**src/rtl/vis_pkg.sv**
```systemverilog
// Shared definitions for visgather: emit FSM encoding, derived width functions
// and the sign-extension helper used by every lane accumulator.
package vis_pkg;

    typedef enum logic [0:0] {
        ST_IDLE = 1'b0,
        ST_EMIT = 1'b1
    } state_t;

    localparam int SEXT_MAX = 32;

    // Output component width: enough headroom that COUNT full-scale frames never wrap.
    function automatic int obits_f(input int width, input int count);
        return width + $clog2(count);
    endfunction

    function automatic int ibits_f(input int length);
        return (length > 1) ? $clog2(length) : 1;
    endfunction

    // Treat the low w bits of v as two's complement and extend to SEXT_MAX bits.
    function automatic logic [SEXT_MAX-1:0] sext(input logic [SEXT_MAX-1:0] v, input int w);
        logic signed [SEXT_MAX-1:0] t;
        t = $signed(v << (SEXT_MAX - w));
        return t >>> (SEXT_MAX - w);
    endfunction

endpackage

```
**src/rtl/visgather_lane.sv**
```systemverilog
// One correlator lane: complex running accumulator plus the shadow pair that
// holds the completed window while the top module serialises it.
module visgather_lane
    import vis_pkg::*;
#(
    parameter int WIDTH = 7,
    parameter int OBITS = 12
) (
    input  logic             clock,
    input  logic             reset,
    input  logic             i_valid,
    input  logic             i_first,
    input  logic             i_load,
    input  logic [WIDTH-1:0] i_rdata,
    input  logic [WIDTH-1:0] i_idata,
    output logic [OBITS-1:0] o_rdata,
    output logic [OBITS-1:0] o_idata
);

    logic [OBITS-1:0] r_racc;
    logic [OBITS-1:0] r_iacc;
    logic [OBITS-1:0] r_rsh;
    logic [OBITS-1:0] r_ish;
    logic [OBITS-1:0] w_rext;
    logic [OBITS-1:0] w_iext;
    logic [OBITS-1:0] w_rsum;
    logic [OBITS-1:0] w_isum;

    // The first frame of a window restarts the sum instead of adding to stale data.
    always_comb begin
        w_rext = OBITS'(sext(SEXT_MAX'(i_rdata), WIDTH));
        w_iext = OBITS'(sext(SEXT_MAX'(i_idata), WIDTH));
        w_rsum = i_first ? w_rext : (r_racc + w_rext);
        w_isum = i_first ? w_iext : (r_iacc + w_iext);
    end

    // Accumulators and shadow; the shadow captures the final sum including this frame.
    always_ff @(posedge clock) begin
        if (reset) begin
            r_racc <= {OBITS{1'b0}};
            r_iacc <= {OBITS{1'b0}};
            r_rsh  <= {OBITS{1'b0}};
            r_ish  <= {OBITS{1'b0}};
        end else begin
            if (i_valid) begin
                r_racc <= w_rsum;
                r_iacc <= w_isum;
            end
            if (i_load) begin
                r_rsh <= w_rsum;
                r_ish <= w_isum;
            end
        end
    end

    assign o_rdata = r_rsh;
    assign o_idata = r_ish;

endmodule

```
**src/rtl/visgather.sv**
```systemverilog
// Correlator merge-and-accumulate stage: integrates LENGTH lanes over COUNT frames
// and streams the totals out. Define VISGATHER_DROPCOUNT_EN to add drop_count_o.
module visgather
    import vis_pkg::*;
#(
    parameter int LENGTH  = 5,
    parameter int WIDTH   = 7,
    parameter int COUNT   = 30,
    parameter int REVERSE = 0,
    localparam int OBITS  = obits_f(WIDTH, COUNT),
    localparam int IBITS  = ibits_f(LENGTH)
) (
    input  logic                    clock,
    input  logic                    reset,
    input  logic                    par_valid_i,
    input  logic [LENGTH*WIDTH-1:0] par_rdata_i,
    input  logic [LENGTH*WIDTH-1:0] par_idata_i,
    output logic                    seq_valid_o,
    input  logic                    seq_ready_i,
    output logic                    seq_first_o,
    output logic                    seq_last_o,
    output logic [IBITS-1:0]        seq_index_o,
    output logic [OBITS-1:0]        seq_rdata_o,
    output logic [OBITS-1:0]        seq_idata_o,
    output logic                    drop_o,
`ifdef VISGATHER_DROPCOUNT_EN
    output logic [15:0]             drop_count_o,
`endif
    output logic                    busy_o
);

    localparam int FBITS = (COUNT > 1) ? $clog2(COUNT) : 1;
    localparam logic [FBITS-1:0] FLAST = FBITS'(COUNT - 1);
    localparam logic [IBITS-1:0] BLAST = IBITS'(LENGTH - 1);

    state_t           r_state;
    state_t           w_state_nxt;
    logic [FBITS-1:0] r_fcnt;
    logic [IBITS-1:0] r_beat;
    logic [IBITS-1:0] w_idx;
    logic             w_first_frame;
    logic             w_wend;
    logic             w_hs;
    logic             w_last_hs;
    logic             w_free;
    logic             w_load;
    logic             w_drop;
    logic [OBITS-1:0] w_sh_r [LENGTH];
    logic [OBITS-1:0] w_sh_i [LENGTH];

    // Shadow counts as free when the final beat leaves this very cycle, so windows abut.
    always_comb begin
        w_first_frame = (r_fcnt == {FBITS{1'b0}});
        w_wend        = par_valid_i && (r_fcnt == FLAST);
        w_hs          = (r_state == ST_EMIT) && seq_ready_i;
        w_last_hs     = w_hs && (r_beat == BLAST);
        w_free        = (r_state == ST_IDLE) || w_last_hs;
        w_load        = w_wend && w_free;
        w_drop        = w_wend && !w_free;
        w_idx         = (REVERSE != 0) ? (BLAST - r_beat) : r_beat;
    end

    for (genvar g = 0; g < LENGTH; g++) begin : g_lane
        visgather_lane #(
            .WIDTH (WIDTH),
            .OBITS (OBITS)
        ) u_lane (
            .clock   (clock),
            .reset   (reset),
            .i_valid (par_valid_i),
            .i_first (w_first_frame),
            .i_load  (w_load),
            .i_rdata (par_rdata_i[g*WIDTH +: WIDTH]),
            .i_idata (par_idata_i[g*WIDTH +: WIDTH]),
            .o_rdata (w_sh_r[g]),
            .o_idata (w_sh_i[g])
        );
    end

    // Frame counter within the current integration window.
    always_ff @(posedge clock) begin
        if (reset) begin
            r_fcnt <= {FBITS{1'b0}};
        end else if (par_valid_i) begin
            r_fcnt <= w_wend ? {FBITS{1'b0}} : (r_fcnt + 1'b1);
        end
    end

    // Emit FSM state register.
    always_ff @(posedge clock) begin
        if (reset) begin
            r_state <= ST_IDLE;
        end else begin
            r_state <= w_state_nxt;
        end
    end

    // Emit FSM next state; a reload on the final handshake keeps it in EMIT.
    always_comb begin
        w_state_nxt = r_state;
        case (r_state)
            ST_IDLE: w_state_nxt = w_load ? ST_EMIT : ST_IDLE;
            ST_EMIT: w_state_nxt = (w_last_hs && !w_load) ? ST_IDLE : ST_EMIT;
            default: w_state_nxt = ST_IDLE;
        endcase
    end

    // Beat pointer, counted in emission order and mapped to a lane via w_idx.
    always_ff @(posedge clock) begin
        if (reset) begin
            r_beat <= {IBITS{1'b0}};
        end else if (w_load || w_last_hs) begin
            r_beat <= {IBITS{1'b0}};
        end else if (w_hs) begin
            r_beat <= r_beat + 1'b1;
        end
    end

    // Emit FSM outputs; everything reads zero while idle.
    always_comb begin
        if (r_state == ST_EMIT) begin
            seq_valid_o = 1'b1;
            seq_first_o = (r_beat == {IBITS{1'b0}});
            seq_last_o  = (r_beat == BLAST);
            seq_index_o = w_idx;
            seq_rdata_o = w_sh_r[w_idx];
            seq_idata_o = w_sh_i[w_idx];
            busy_o      = 1'b1;
        end else begin
            seq_valid_o = 1'b0;
            seq_first_o = 1'b0;
            seq_last_o  = 1'b0;
            seq_index_o = {IBITS{1'b0}};
            seq_rdata_o = {OBITS{1'b0}};
            seq_idata_o = {OBITS{1'b0}};
            busy_o      = 1'b0;
        end
    end

`ifdef VISGATHER_DROPCOUNT_EN
    logic [15:0] r_dcnt;

    // Saturating count of discarded windows.
    always_ff @(posedge clock) begin
        if (reset) begin
            r_dcnt <= 16'h0000;
        end else if (w_drop && (r_dcnt != 16'hFFFF)) begin
            r_dcnt <= r_dcnt + 16'h0001;
        end
    end

    assign drop_count_o = r_dcnt;
    assign drop_o       = |r_dcnt;
`else
    logic r_drop;

    // Sticky discard flag, cleared only by reset.
    always_ff @(posedge clock) begin
        if (reset) begin
            r_drop <= 1'b0;
        end else if (w_drop) begin
            r_drop <= 1'b1;
        end
    end

    assign drop_o = r_drop;
`endif

endmodule

```
**config.mk**
```make
export PLATFORM = sky130hd
export DESIGN_NAME = visgather
export DESIGN_NICKNAME = d
export VERILOG_FILES = /design/src/rtl/vis_pkg.sv /design/src/rtl/visgather_lane.sv /design/src/rtl/visgather.sv
export SDC_FILE = /design/constraint.sdc
export NUM_CORES = 1
export LEC_CHECK = 0
export BUFFER_PORTS_ARGS = -buffer_cell sky130_fd_sc_hd__buf_2
export CORE_UTILIZATION = 55
export DETAILED_ROUTE_END_ITERATION = 12
export PLACE_DENSITY = 0.73
export SYNTH_ARGS = -nofsm -noshare
export SYNTH_HDL_FRONTEND = slang
export SYNTH_SLANG_ARGS = --single-unit
export TNS_END_PERCENT = 50
```
**constraint.sdc**
```tcl
create_clock -name clock -period 2.9 [get_ports clock]
set_input_delay 0 -clock clock [delete_from_list [all_inputs] [get_ports clock]]
set_output_delay 0 -clock clock [all_outputs]
set_load 0.02 [all_outputs]
```
-- Yosys cells after proc, flatten, opt, wreduce, memory -nomap -nowiden
Index checks and enable logic that the tools add are counted.
- input bits: 74
- register bits after elaboration: 250
- logic and storage cells: 80
- multiplexer cells: 26
- eq/ne operators: 2
- $lt $le $gt $ge: 1
- add/subtract/negate cells: 12
- reductions and logical operators: 13
- bitwise logic cells: 2
- operators by type and width (kind ; count):
    two-way mux 12 bit ; 16
    adder 12 bit ; 10
    binary-select mux 12 bit (select 3 bit) ; 2
    logical AND 1 bit ; 6
    adder 5 x 1 -> 5 bit, second input constant ; 1
    equality test 5 bit, second input constant ; 1
    zero test 5 bit ; 1
    two-way mux 1 bit ; 5
    two-way mux 5 bit ; 1
    >= comparator 4 bit, second input constant ; 1
    NOT 3 -> 4 bit ; 1
    adder 3 x 1 -> 3 bit, second input constant ; 1
    equality test 3 bit, second input constant ; 1
    zero test 3 bit ; 1
    two-way mux 3 bit ; 1
    zero test 1 bit ; 2
    logical OR 1 bit ; 2
    one-hot mux 1 bit (2 select lines) ; 1
    OR reduction 2 bit ; 1
    NOT 1 bit ; 1

-- Logic depth before layout (Yosys ltp)
- depth in word-level cells: 8
- mapped depth: 11

-- By module
Synthesis repeated with hierarchy kept, for this count alone.
- cell total of the unflattened synthesis: 1924
- area total of the unflattened synthesis: 16731.0 µm²
- modules (own cells, without submodules) (module ; times used ; sequential area each (µm²) ; area each (µm²) ; cells an instance):
    visgather_lane at g_lane[2].u_lane ... ; 3 ; 960.9 ; 3175.5 ; 370
    visgather_lane at g_lane[0].u_lane ... ; 2 ; 960.9 ; 2874.0 ; 344
    visgather ; 1 ; 200.2 ; 1456.4 ; 126

-- Least setup slack after synthesis
No wires, ideal clock.
- kind: reg2reg
- start: register r_beat[0]
- end: register g_lane[0].u_lane.r_ish[11]
- cell stages (with the launch flop): 12
- setup slack: 0.460 ns
- data arrival time: 2.318 ns
- data required time: 2.778 ns
- library setup time: 0.122 ns
- buffers on the path: 3
- cells stage by stage: dfxtp_1 -> clkbuf_1 -> inv_1 -> ha_1 -> nand3_1 -> nand2_1 -> nand3_1 -> clkbuf_1 -> clkbuf_1 -> nor3b_1 -> o21ai_0 -> nand3_1
- longest elaborated chain between the ends: 4
- ends and longest elaborated chain (what ; RTL line ; source):
    start: declaration ; visgather.sv:39 ; logic [IBITS-1:0] r_beat;
    start signal: assignment ; visgather.sv:111 ; r_beat <= {IBITS{1'b0}};
    start signal: assignment ; visgather.sv:113 ; r_beat <= {IBITS{1'b0}};
    start signal: assignment ; visgather.sv:115 ; r_beat <= r_beat + 1'b1;
    equality test 3 bit ; visgather.sv:56 ; w_last_hs = w_hs && (r_beat == BLAST);
    logical AND 1 bit ; visgather.sv:56 ;
    logical OR 1 bit ; visgather.sv:57 ; w_free = (r_state == ST_IDLE) || w_last_hs;
    logical AND 1 bit ; visgather.sv:58 ; w_load = w_wend && w_free;
    end signal: assignment ; visgather_lane.sv:43 ; r_ish <= {OBITS{1'b0}};
    end signal: assignment ; visgather_lane.sv:51 ; r_ish <= w_isum;
    end: declaration ; visgather_lane.sv:23 ; logic [OBITS-1:0] r_ish;
Every way passes these cells.
A chain may end at the register's enable or synchronous reset.

-- Worst setup path after layout
- start: register r_state
- end: output seq_idata_o[2]
- longest elaborated chain between the ends: 1
- ends and longest elaborated chain (what ; RTL line ; source):
    start: declaration ; visgather.sv:36 ; state_t r_state;
    start signal: assignment ; visgather.sv:94 ; r_state <= w_state_nxt;
    two-way mux 12 bit ; visgather.sv:121 ; if (r_state == ST_EMIT) begin
    end: declaration ; visgather.sv:24 ; output logic [OBITS-1:0] seq_idata_o,
Every way passes these cells.

==> metrics.csv <==
metric,value,unit
crit_type,flop to output pin,
ir_worst_vdd,0.510,mV
relSlewSlack,0.379,
final_common_cell,dfxtp_1,
num-nets-final,2266,
syn_inst,1963,
power.leakage,7.60,nW
maxCapViolations,0,
drt-initial-drc-count,1170,
rows,62,
drive_gt1_frac,0.116,
synth-seq-cells,250,
status,"complete, no violations",
synthToLayoutAreaGrowth,15.5,%
p_total,0.00991,W
cts_made_buffers,28,
die_area,30000,um2
dp_cells,2349,
hp-class,input pin to flop,
cts_tree,yes,
hpwl,31700,um
clock_latency,0.55,ns
vias,15400,
fin_ws,0.280,ns
fill_cells,2468,
initial_utilization,0.561,
final_cell_mix,"250 x dfxtp_1, 190 x nor2_1, 190 x o21ai_0",
worstMarginPinSlew,0.932,ns
routed_wl,45700,um
power.density,532,nW/um2
first_global_vias,14300,
synth_top_flop_cell,dfxtp_1,
synth_warnings,0,
antenna_found_initial,0,
overflow,0,
setup_tns,0,ns
antenna_left,0,
chipHeight,173,um
wire_per_inst,18.5,um
io_buffers,105,
endpoint_kind,output pin,
cts-root-buf,clkbuf_16,
cts_sinks,250,
period_share,0.903,
n_antenna_cell,0,
grt_max_degree,115,
rsz0062_at_grt,no,
finalMaxSlewViolations,0,
synth_edf_count,0,
grt_use_total,0.299,
clk_pin_slew,0.06,ns
firstDrtPassIters,5,
synth_nets,2162,
final.setup_skew,0.0126,ns
pre_cts_ws,0.429,ns
h-tree-depth,1,
dpl_cell_area,17000,um2
die_x,173,um
syn_area_per_cell,8.23,um2
async_flop_share,0,
syn_area,16100,um2
start_kind,flop,
design_area,18700,um2
period_minus_slack,2.62,ns
fmax,0.382,GHz
vias_per_cell,6.24,
cp_max_fo,13,
core,28800,um2
grt_pass1_wl,73900,um
critPathRequiredTime,2.90,ns
drcViolationCount,0,
setup_viol,0,
io_pins,106,
clock_path_buffers,3,
ys_seq_area_frac,0.310,
stdcell_count,2473,
crit_arrival,2.62,ns
timing.final.hold_violations,0,
gp_congestion,0.894,
yosysUniqueCellTypes,70,
-- worst max-delay path, cell delays in order (launching register included) --
cell     delay, ns
dfxtp_1       0.59
and2_1        0.27
and3_1        0.51
buf_4         0.30
a22o_1        0.22
buf_2         0.18
-- cell type report --
class,count,area [um2],share of cell area
clock buffer,42,845,0.0453
timing repair buffer,205,1540,0.0826
clock inverter,10,135,0.00725
sequential,250,5000,0.268
inverter,54,203,0.0109
multi-input combinational,1528,10400,0.560
tap,384,480,0.0258
-- synth_stat cells, types with 36 or more instances --
cell type,n,area (um2)
inv_1,53,199
o21a_1,37,278
nand2_1,185,694
ha_1,115,1440
a211oi_1,124,931
clkbuf_1,103,387
o21ai_0,190,951
a22o_1,36,315
a21oi_1,112,561
nor2_1,190,713
nand3_1,42,210
dfxtp_1,250,5000
-- routing by layer --
metal  GRT usage  vias to the layer above  share of wire
met4      0.0889                        0          0.029
li1            -                     7521              -
met2       0.478                      453           0.45
met1       0.424                     7377           0.47
met3      0.0336                       87          0.060
met5           0                        -              0
-- registers in the layout (all words and copies together) (netlist names) --
signal,cells
drop_o,1
g_lane.u_lane.o_idata,60
g_lane.u_lane.o_rdata,60
g_lane.u_lane.r_iacc,60
g_lane.u_lane.r_racc,60
r_beat,3
r_fcnt,5
r_state,1
-- through the flow --
stage                     hold WS (ns)  utilization
after floorplan                  0.199            -
final                           0.0193        0.648
after global routing            0.0421        0.648
after CTS                      0.00133        0.648
after detailed placement         0.353        0.589
after global placement           0.332        0.589
-- path summary, 6_finish.rpt --
check | start | depth (start not counted) | slack, ns | endpoint
max | r_state | 5 | 0.28 | seq_idata_o[2]
min | par_rdata_i[5] | 4 | 0.02 | g_lane[0].u_lane.r_racc[5]
max reg2reg | g_lane[3].u_lane.r_racc[6] | 7 | 0.34 | g_lane[3].u_lane.o_rdata[11]
min reg2reg | g_lane[1].u_lane.o_rdata[0] | 2 | 0.45 | g_lane[1].u_lane.o_rdata[0]
-- what timing repair did --
item                                   CTS  global route
setup buffers                            0             0
hold buffers                            72             0
endpoints found under the hold margin  140             0
gates resized for setup                  0             0
-- report_power, final --
group	leakage, nW	switching, W	internal, W
combinational	5.08	0.00145	0.00100
sequential	2.04	0.000112	0.00359
clock	0.482	0.00148	0.00228
total	7.60	0.00304	0.00687
-- cell families after synthesis --
kind of cell | share of synthesized area
muxes | 0.0446
AOI/OAI and AO/OA | 0.299
and+or+nand+nor | 0.177
adders and majority gates | 0.102
DFF | 0.310
buffers and inverters | 0.0452
xor gates and xnor gates | 0.0222
(Power assumes the default switching activity.)
